--- src/rtl/ram_arb_pkg.sv ---
// Shared types for the single-port RAM arbiter: default widths, client index
// and the read tag that travels alongside the RAM read latency.
package ram_arb_pkg;

    localparam int ADDR_W_DEF = 5;
    localparam int DATA_W_DEF = 8;

    typedef logic client_id_t;

    typedef struct packed {
        logic       valid;
        client_id_t id;
    } rd_tag_t;

endpackage

--- src/rtl/ram_arb_rd_track.sv ---
// Read-return tracking: delays each read tag by the RAM latency, then registers
// the RAM read data together with the per-client valid so the two line up.
module ram_arb_rd_track
    import ram_arb_pkg::*;
#(
    parameter int DATA_W = DATA_W_DEF,
    parameter int RD_LAT = 1
) (
    input  logic              clk,
    input  logic              rst_n,
    input  rd_tag_t           i_tag,
    input  logic [DATA_W-1:0] i_ram_rd_data,
    output logic [1:0]        o_rvalid,
    output logic [DATA_W-1:0] o_rdata
);

    rd_tag_t           r_tag [RD_LAT];
    rd_tag_t           w_tail;
    logic [1:0]        r_rvalid;
    logic [DATA_W-1:0] r_rdata;

    // The oldest tag meets its RAM data on ram_rd_data in this same cycle.
    assign w_tail = r_tag[RD_LAT-1];

    always_ff @(posedge clk or negedge rst_n) begin
        if (!rst_n) begin
            for (int i = 0; i < RD_LAT; i++) begin
                r_tag[i] <= '0;
            end
            r_rvalid <= 2'b00;
            r_rdata  <= '0;
        end else begin
            r_tag[0] <= i_tag;
            for (int i = 1; i < RD_LAT; i++) begin
                r_tag[i] <= r_tag[i-1];
            end
            r_rvalid <= w_tail.valid ? (w_tail.id ? 2'b10 : 2'b01) : 2'b00;
            r_rdata  <= i_ram_rd_data;
        end
    end

    assign o_rvalid = r_rvalid;
    assign o_rdata  = r_rdata;

endmodule

--- src/rtl/ram_1port_arb.sv ---
// Two-client arbiter for one single-port RAM. Round-robin by default; fixed
// priority to client 0 (no last_gnt pointer) when RAM_ARB_STRICT_PRIO_EN is defined.
module ram_1port_arb
    import ram_arb_pkg::*;
#(
    parameter int ADDR_W = ADDR_W_DEF,
    parameter int DATA_W = DATA_W_DEF,
    parameter int RD_LAT = 1
) (
    input  logic              clk,
    input  logic              rst_n,
    input  logic [1:0]        req,
    input  logic [1:0]        we,
    input  logic [ADDR_W-1:0] addr0,
    input  logic [ADDR_W-1:0] addr1,
    input  logic [DATA_W-1:0] wdata0,
    input  logic [DATA_W-1:0] wdata1,
    output logic [1:0]        gnt,
    output logic [1:0]        rvalid,
    output logic [DATA_W-1:0] rdata,
    output logic              ram_en,
    output logic              ram_wea,
    output logic [ADDR_W-1:0] ram_addr,
    output logic [DATA_W-1:0] ram_wr_data,
    input  logic [DATA_W-1:0] ram_rd_data
);

    logic [1:0] w_gnt_raw;
    client_id_t w_gnt_id;
    rd_tag_t    w_push;

`ifndef RAM_ARB_STRICT_PRIO_EN
    client_id_t r_last_gnt;

    // Resets to client 1 so client 0 wins the first contention.
    always_ff @(posedge clk or negedge rst_n) begin
        if (!rst_n) begin
            r_last_gnt <= 1'b1;
        end else if (|gnt) begin
            r_last_gnt <= w_gnt_id;
        end
    end
`endif

    always_comb begin
        w_gnt_raw = 2'b00;
        case (req)
            2'b01: w_gnt_raw = 2'b01;
            2'b10: w_gnt_raw = 2'b10;
            2'b11: begin
`ifdef RAM_ARB_STRICT_PRIO_EN
                w_gnt_raw = 2'b01;
`else
                w_gnt_raw = r_last_gnt ? 2'b01 : 2'b10;
`endif
            end
            default: w_gnt_raw = 2'b00;
        endcase
    end

    // Grant and everything derived from it are held low while in reset.
    assign gnt      = w_gnt_raw & {2{rst_n}};
    assign w_gnt_id = gnt[1];

    always_comb begin
        ram_en      = |gnt;
        ram_wea     = 1'b0;
        ram_addr    = '0;
        ram_wr_data = '0;
        if (gnt[0]) begin
            ram_wea     = we[0];
            ram_addr    = addr0;
            ram_wr_data = wdata0;
        end else if (gnt[1]) begin
            ram_wea     = we[1];
            ram_addr    = addr1;
            ram_wr_data = wdata1;
        end
    end

    always_comb begin
        w_push.valid = ram_en & ~ram_wea;
        w_push.id    = w_gnt_id;
    end

    ram_arb_rd_track #(
        .DATA_W (DATA_W),
        .RD_LAT (RD_LAT)
    ) u_rd_track (
        .clk           (clk),
        .rst_n         (rst_n),
        .i_tag         (w_push),
        .i_ram_rd_data (ram_rd_data),
        .o_rvalid      (rvalid),
        .o_rdata       (rdata)
    );

endmodule
--- config.mk ---
export PLATFORM = sky130hd
export DESIGN_NAME = ram_1port_arb
export DESIGN_NICKNAME = d
export VERILOG_FILES = /design/src/rtl/ram_arb_pkg.sv /design/src/rtl/ram_arb_rd_track.sv /design/src/rtl/ram_1port_arb.sv
export SDC_FILE = /design/constraint.sdc
export NUM_CORES = 1
export LEC_CHECK = 0
export BUFFER_PORTS_ARGS = -buffer_cell sky130_fd_sc_hd__clkbuf_2
export CORE_UTILIZATION = 37
export CTS_CLUSTER_DIAMETER = 150
export DETAILED_ROUTE_END_ITERATION = 10
export PLACE_DENSITY = 0.85
export SYNTH_ARGS = -nofsm -noshare
export SYNTH_HDL_FRONTEND = slang
export SYNTH_SLANG_ARGS = --single-unit
--- constraint.sdc ---
create_clock -name clk -period 1.4 [get_ports clk]
set_clock_uncertainty 0.05 [all_clocks]
set_input_delay 0.07 -clock clk [delete_from_list [all_inputs] [get_ports clk]]
set_output_delay 0.07 -clock clk [all_outputs]
set_load 0.005 [all_outputs]
==> flow_metrics.env, run 1 <==
export IMPL_internal_power_uw=706
export IMPL_dp_hpwl_um=1520
export IMPL_met1_length_um=889
export IMPL_hold_class="in2reg"
export IMPL_cts_clk_slew_worst_paths_ns=0.07
export IMPL_rows=16
export IMPL_end_kind="output pin"
export IMPL_cpPeakStageDelay_ns=0.57
export IMPL_maxCapViolations=0
export IMPL_power_share_clock_pct=22.3
export IMPL_grt_pass1_wl_um=3240
export IMPL_wl_per_cell_um=12.2
export IMPL_setup_tns_ns=-1.73
export IMPL_cts_num_sinks=13
export IMPL_crit_arrival_ns=1.42
export IMPL_final_min_clock_period_ns=1.54
export IMPL_numCtsBuffers=3
export IMPL_setup_viol=15
export IMPL_grt_start_max_net_pins=36
export IMPL_p_sw_uw=296
export IMPL_tightest_slew_ns=0.624
export IMPL_place_area_sq_um=1110
export IMPL_max_slew_margin_rel_pct=58.4
export IMPL_power_density_nw_per_um2=757
export IMPL_rsz0062_at_grt="yes"
export IMPL_ys_ff_latch=13
export IMPL_start_kind="register"
export IMPL_layout_common_cells="63 x clkbuf_2, 29 x nand2_1, 12 x dfrtp_1"
export IMPL_p_leak_nw=0.682
export IMPL_vias=896
export IMPL_path_delay_family="flip-flops"
export IMPL_route_met2_wl_um=1130
export IMPL_worstSetupPathType="reg2out"
export IMPL_grt_overflow_total=0
export IMPL_switching_share_pct=29.6
export IMPL_ys_seq_area_share_pct=42.0
export IMPL_cp_required_ns=1.28
export IMPL_dr_pass1_iters=4
export IMPL_drc=0
export IMPL_grt_pass1_vias=788
export IMPL_wl_met3_um=185
export IMPL_p_seq_share_pct=41.5
export IMPL_wirelength_um=2240
export IMPL_netlist_instances=78
export IMPL_ir_drop_v=0.000383
export IMPL_synth_distinct_cells=15
export IMPL_grt_use_total_pct=21.2
export IMPL_antenna_found_initial=0
export IMPL_power_frac_comb_pct=36.2
export IMPL_layout_drive_gt1_share_pct=57.3
export IMPL_hold_violations=0
export IMPL_drv_slew=0
export IMPL_diodes=0
export IMPL_path_max_fanout=8
export IMPL_layout_commonest_cell="clkbuf_2"
export IMPL_clkLatencyLatePin_ns=0.27
export IMPL_die_area_sq_um=2290
export IMPL_avgViaCountPerCell=4.87
export IMPL_violations="setup timing"
export IMPL_synth_area_sq_um=778
export IMPL_clock_path_buffers=2
export IMPL_cts_tree="built"
export IMPL_antenna_left=0
export IMPL_die_h_um=47.9
export IMPL_fmax_ghz=0.649
export IMPL_io_buffers=66
export IMPL_status="finished, violations left"
export IMPL_synth_warnings=0
export IMPL_syn_nets=118
export IMPL_first_iter_violations=12
export IMPL_final_nets=198
export IMPL_place_congestion=0.730
export IMPL_cts_root_buffer="clkbuf_4"
export IMPL_avgSynthCellArea_sq_um=9.98
export IMPL_design_area_sq_um=1320
export IMPL_highest_layer="met4"
export IMPL_slowest_stage="dfstp_2"
export IMPL_path_buf_inv=2
export IMPL_die_w_um=47.9
export IMPL_cts_htree_levels=1
export IMPL_crit_chain="buf_4, a21bo_4, o32ai_2, buf_2"
export IMPL_setup_slack_ns=-0.140
export IMPL_core_area_sq_um=1960
export IMPL_io_pins=67
export IMPL_start_util_pct=39.7
export IMPL_area_growth_pct=70.1
export IMPL_finalCritPeriodShare_pct=110
-- flip-flops by register name, summed over array words and instances, names as in the netlist --
name                 count
u_rd_track.o_rvalid      2
r_last_gnt               1
u_rd_track.o_rdata       8
u_rd_track.r_tag         2
-- power groups by stage --
stage | logic, mW | registers [mW] | clock network, mW
6_report | 0.363 | 0.416 | 0.223
4_1_cts | 0.358 | 0.415 | 0.232
5_1_grt | 0.398 | 0.418 | 0.257
3_5_place_dp | 0.287 | 0.421 | 0
2_1_floorplan | 0.165 | 0.422 | 0
3_3_place_gp | 0.278 | 0.420 | 0
-- cells by family after synthesis --
| family | Yosys count | share of synthesized area [%] |
|---|---|---|
| compound gates | 17 | 28.9 |
| buf+inv | 10 | 9.16 |
| flops | 13 | 42.0 |
| simple gates | 38 | 19.9 |
-- worst reg2reg max path: cells and delay by family, from the launching register on --
family / cells / cell delay [ns]
DFF: 1 / 0.57
AOI/OAI and AO/OA: 2 / 0.28
buffers and inverters: 2 / 0.27
-- cells in the mapped netlist, drive strengths merged --
library cell  instances  area [sq um]
nor2b                 2          12.5
nand2b                2          12.5
inv                   2          7.51
dfstp                 1          26.3
dfrtp                12           300
and2                  1          6.26
nor2                  4          15.0
buf                   8          63.8
a22o                  1          8.76
nand2                29           109
o32ai                15           206
a21bo                 1          10.0
-- metrics by stage --
step / util (%) / setup WS [ns] / hold slack, ns / instances / total power, mW
after floorplan: - / 0.197 / -0.276 / 78 / 0.587
after global placement: 56.8 / 0.0953 / -0.133 / 166 / 0.698
after detailed placement: 56.8 / 0.0356 / -0.129 / 166 / 0.707
after CTS: 67.1 / -0.121 / 0.0451 / 184 / 1.00
after global routing: 67.5 / -0.207 / 0.0613 / 184 / 1.07
final: 67.5 / -0.140 / 0.0619 / 184 / 1.00
-- metal layers --
layer	vias up	GRT usage [%]
li1	433	-
met1	401	21.8
met2	58	37.3
met3	4	4.91
met4	0	15.0
met5	-	0
-- repair_timing --
action | 4_1_cts | 5_1_grt
hold buffers | 11 | 0
gates resized for setup | 8 | 5
setup buffers | 2 | 0
gates cloned | 1 | 0
pin swaps | 12 | 1
endpoints found under the hold margin | 20 | 0
endpoints found under the setup margin | 16 | 16
-- final timing paths --
path | start | to | slack [ns] | cells after the start
min | we[1] | u_rd_track.r_tag[1] | 0.06 | 3
max in group asynchronous | rst_n | u_rd_track.o_rdata[1] | 0.70 | 3
min in group asynchronous | rst_n | u_rd_track.o_rdata[6] | 0.20 | 2
min reg2reg | u_rd_track.r_tag[0] | u_rd_track.o_rvalid[0] | 0.37 | 1
max reg2reg | r_last_gnt | u_rd_track.r_tag[1] | 0.09 | 4
max | r_last_gnt | ram_wr_data[3] | -0.14 | 4
-- layout make-up --
cell class | count | area [sq um]
inverters | 2 | 7.51
well taps | 27 | 33.8
clock buffers | 4 | 26.3
flip-flops and latches | 13 | 327
repair buffers | 82 | 498
multi-input cells | 56 | 432
fillers | 159 | 638
No activity file was read; power rests on OpenSTA's default activity.
==> run 2: changes to the inputs <==
- PLACE_DENSITY: 0.85 -> not set
- PLACE_DENSITY_LB_ADDON: not set -> 0.12
==> run 2 against run 1 <==
The flow still finishes with violations (setup timing). Worst hold slack improved by 0.028 ns. Via count fell by 4.0%. Fmax is 2.2% lower. Wire length fell by 5.0%. Sequential power hardly changed. Global-route usage fell by 3.4 points. Clock power is essentially flat. Die area unchanged. Critical path type unchanged. Largest cell class unchanged.
==> flow_metrics.env, run 2 (same netlist as run 1, synthesis figures left out) <==
export IMPL_vias=860
export IMPL_nFillCells=163
export IMPL_rsz0062_at_grt="yes"
export IMPL_setup_tns_ns=-2.47
export IMPL_dp_hpwl_um=1340
export IMPL_fmax_ghz=0.635
export IMPL_p_seq_share_pct=38.8
export IMPL_layout_commonest_cell="clkbuf_2"
export IMPL_path_max_fanout=7
export IMPL_grt_overflow_total=0
export IMPL_grt_use_total_pct=17.7
export IMPL_whs_endpoint="u_rd_track.r_tag[1]"
export IMPL_place_congestion=0.672
export IMPL_end_kind="output pin"
export IMPL_tightest_slew_ns=0.707
export IMPL_die_h_um=47.9
export IMPL_numCtsBuffers=3
export IMPL_cp_required_ns=1.28
export IMPL_dr_pass1_iters=3
export IMPL_first_iter_violations=6
export IMPL_crit_arrival_ns=1.45
export IMPL_cts_htree_levels=1
export IMPL_largest_register_ffs=8
export IMPL_r2r_cells=4
export IMPL_rows=16
export IMPL_die_w_um=47.9
export IMPL_switching_share_pct=28.8
export IMPL_final_nets=199
export IMPL_core_area_sq_um=1960
export IMPL_max_slew_margin_rel_pct=52.8
export IMPL_antenna_found_initial=0
export IMPL_die_area_sq_um=2290
export IMPL_drc=0
export IMPL_io_buffers=66
export IMPL_reg2reg_setup_slack_ns=-0.03
export IMPL_avgViaCountPerCell=4.65
export IMPL_reg2reg_from="r_last_gnt"
export IMPL_antenna_left=0
export IMPL_worstSetupPathType="reg2out"
export IMPL_r2r_end="u_rd_track.r_tag[1]"
export IMPL_hold_path_startpoint="we[0]"
export IMPL_grt_pass1_wl_um=2870
export IMPL_internal_power_uw=764
export IMPL_ir_drop_v=0.000398
export IMPL_power_density_nw_per_um2=760
export IMPL_layout_drive_gt1_share_pct=61.4
export IMPL_p_sw_uw=309
export IMPL_hold_class="in2reg"
export IMPL_wl_per_cell_um=11.5
export IMPL_maxCapViolations=0
export IMPL_whs_path_depth=3
export IMPL_setup_viol=17
export IMPL_finalCritPeriodShare_pct=112
export IMPL_cts_root_buffer="clkbuf_4"
export IMPL_hold_violations=0
export IMPL_p_leak_nw=0.719
export IMPL_clock_path_buffers=2
export IMPL_io_pins=67
export IMPL_grt_pass1_vias=687
export IMPL_power_share_clock_pct=20.5
export IMPL_final_min_clock_period_ns=1.57
export IMPL_cts_tree="built"
export IMPL_power_frac_comb_pct=40.6
export IMPL_cts_clk_slew_worst_paths_ns=0.08
export IMPL_drv_slew=0
export IMPL_grt_start_max_net_pins=47
export IMPL_wirelength_um=2120
export IMPL_clkLatencyLatePin_ns=0.26
export IMPL_violations="setup timing"
export IMPL_diodes=0
export IMPL_area_growth_pct=81.4
export IMPL_start_util_pct=39.7
export IMPL_layout_common_cells="62 x clkbuf_2, 29 x nand2_1, 13 x o32ai_2"
export IMPL_cts_num_sinks=13
export IMPL_status="finished, violations left"
export IMPL_start_kind="register"
export IMPL_final_util_pct=71.9
export IMPL_setup_slack_ns=-0.175
## run 2: worst max path at each step
stage               startpoint        endpoint  slack (ns)  cells after the start
finish              r_last_gnt  ram_wr_data[3]       -0.17                      5
global route        r_last_gnt  ram_wr_data[4]       -0.22                      5
CTS                 r_last_gnt          gnt[1]       -0.17                      5
detailed placement  r_last_gnt  ram_wr_data[3]        0.08                      3
global placement    r_last_gnt         ram_wea         0.1                      3
floorplan           r_last_gnt          gnt[1]        0.20                      4
## run 2: repair_timing
action	in CTS	in global routing
cloned	2	0
endpoints found under the setup margin	16	16
pin swaps	10	2
buffers inserted	5	0
hold buffers	8	1
gates resized for setup	11	8
hold endpoints to repair	21	13
## run 2: stage by stage
step	hold slack, ns	total power, mW	std cells	area (sq um)	setup WS (ns)
final	0.0897	1.07	185	1410	-0.175
after global routing	0.0671	1.14	185	1410	-0.222
after CTS	-0.301	1.07	184	1390	-0.165
after detailed placement	-0.00611	0.714	165	1120	0.0821
after global placement	-0.00849	0.707	165	1120	0.0978
after floorplan	-0.276	0.587	78	778	0.197
## run 2: power by group through the flow
| stage | registers (mW) | logic (mW) | clock network, mW |
|---|---|---|---|
| floorplan | 0.422 | 0.165 | 0 |
| global placement | 0.419 | 0.288 | 0 |
| detailed placement | 0.420 | 0.294 | 0 |
| CTS | 0.415 | 0.426 | 0.230 |
| global route | 0.420 | 0.471 | 0.245 |
| finish | 0.417 | 0.436 | 0.220 |
## run 2: layer usage
metal | up-vias | routed length [um] | track usage [%]
li1 | 434 | - | -
met1 | 383 | 912 | 24.2
met2 | 43 | 1080 | 28.6
met3 | 0 | 132 | 1.51
met4 | 0 | 0 | 7.22
met5 | - | 0 | 0
## run 2: worst max-delay path: stages, from the launching register on
cell,delay (ns)
dfstp_2,0.58
buf_6,0.11
a21bo_4,0.15
buf_12,0.13
o32ai_4,0.07
clkbuf_2,0.15
## run 2: area by class of cell
class | count | area, sq um | area share, %
Clock buffer | 4 | 26.3 | 1.86
Inverter | 2 | 7.51 | 0.532
Multi-Input combinational cell | 55 | 440 | 31.2
Sequential cell | 13 | 327 | 23.1
Tap cell | 27 | 33.8 | 2.39
Timing Repair Buffer | 84 | 577 | 40.9
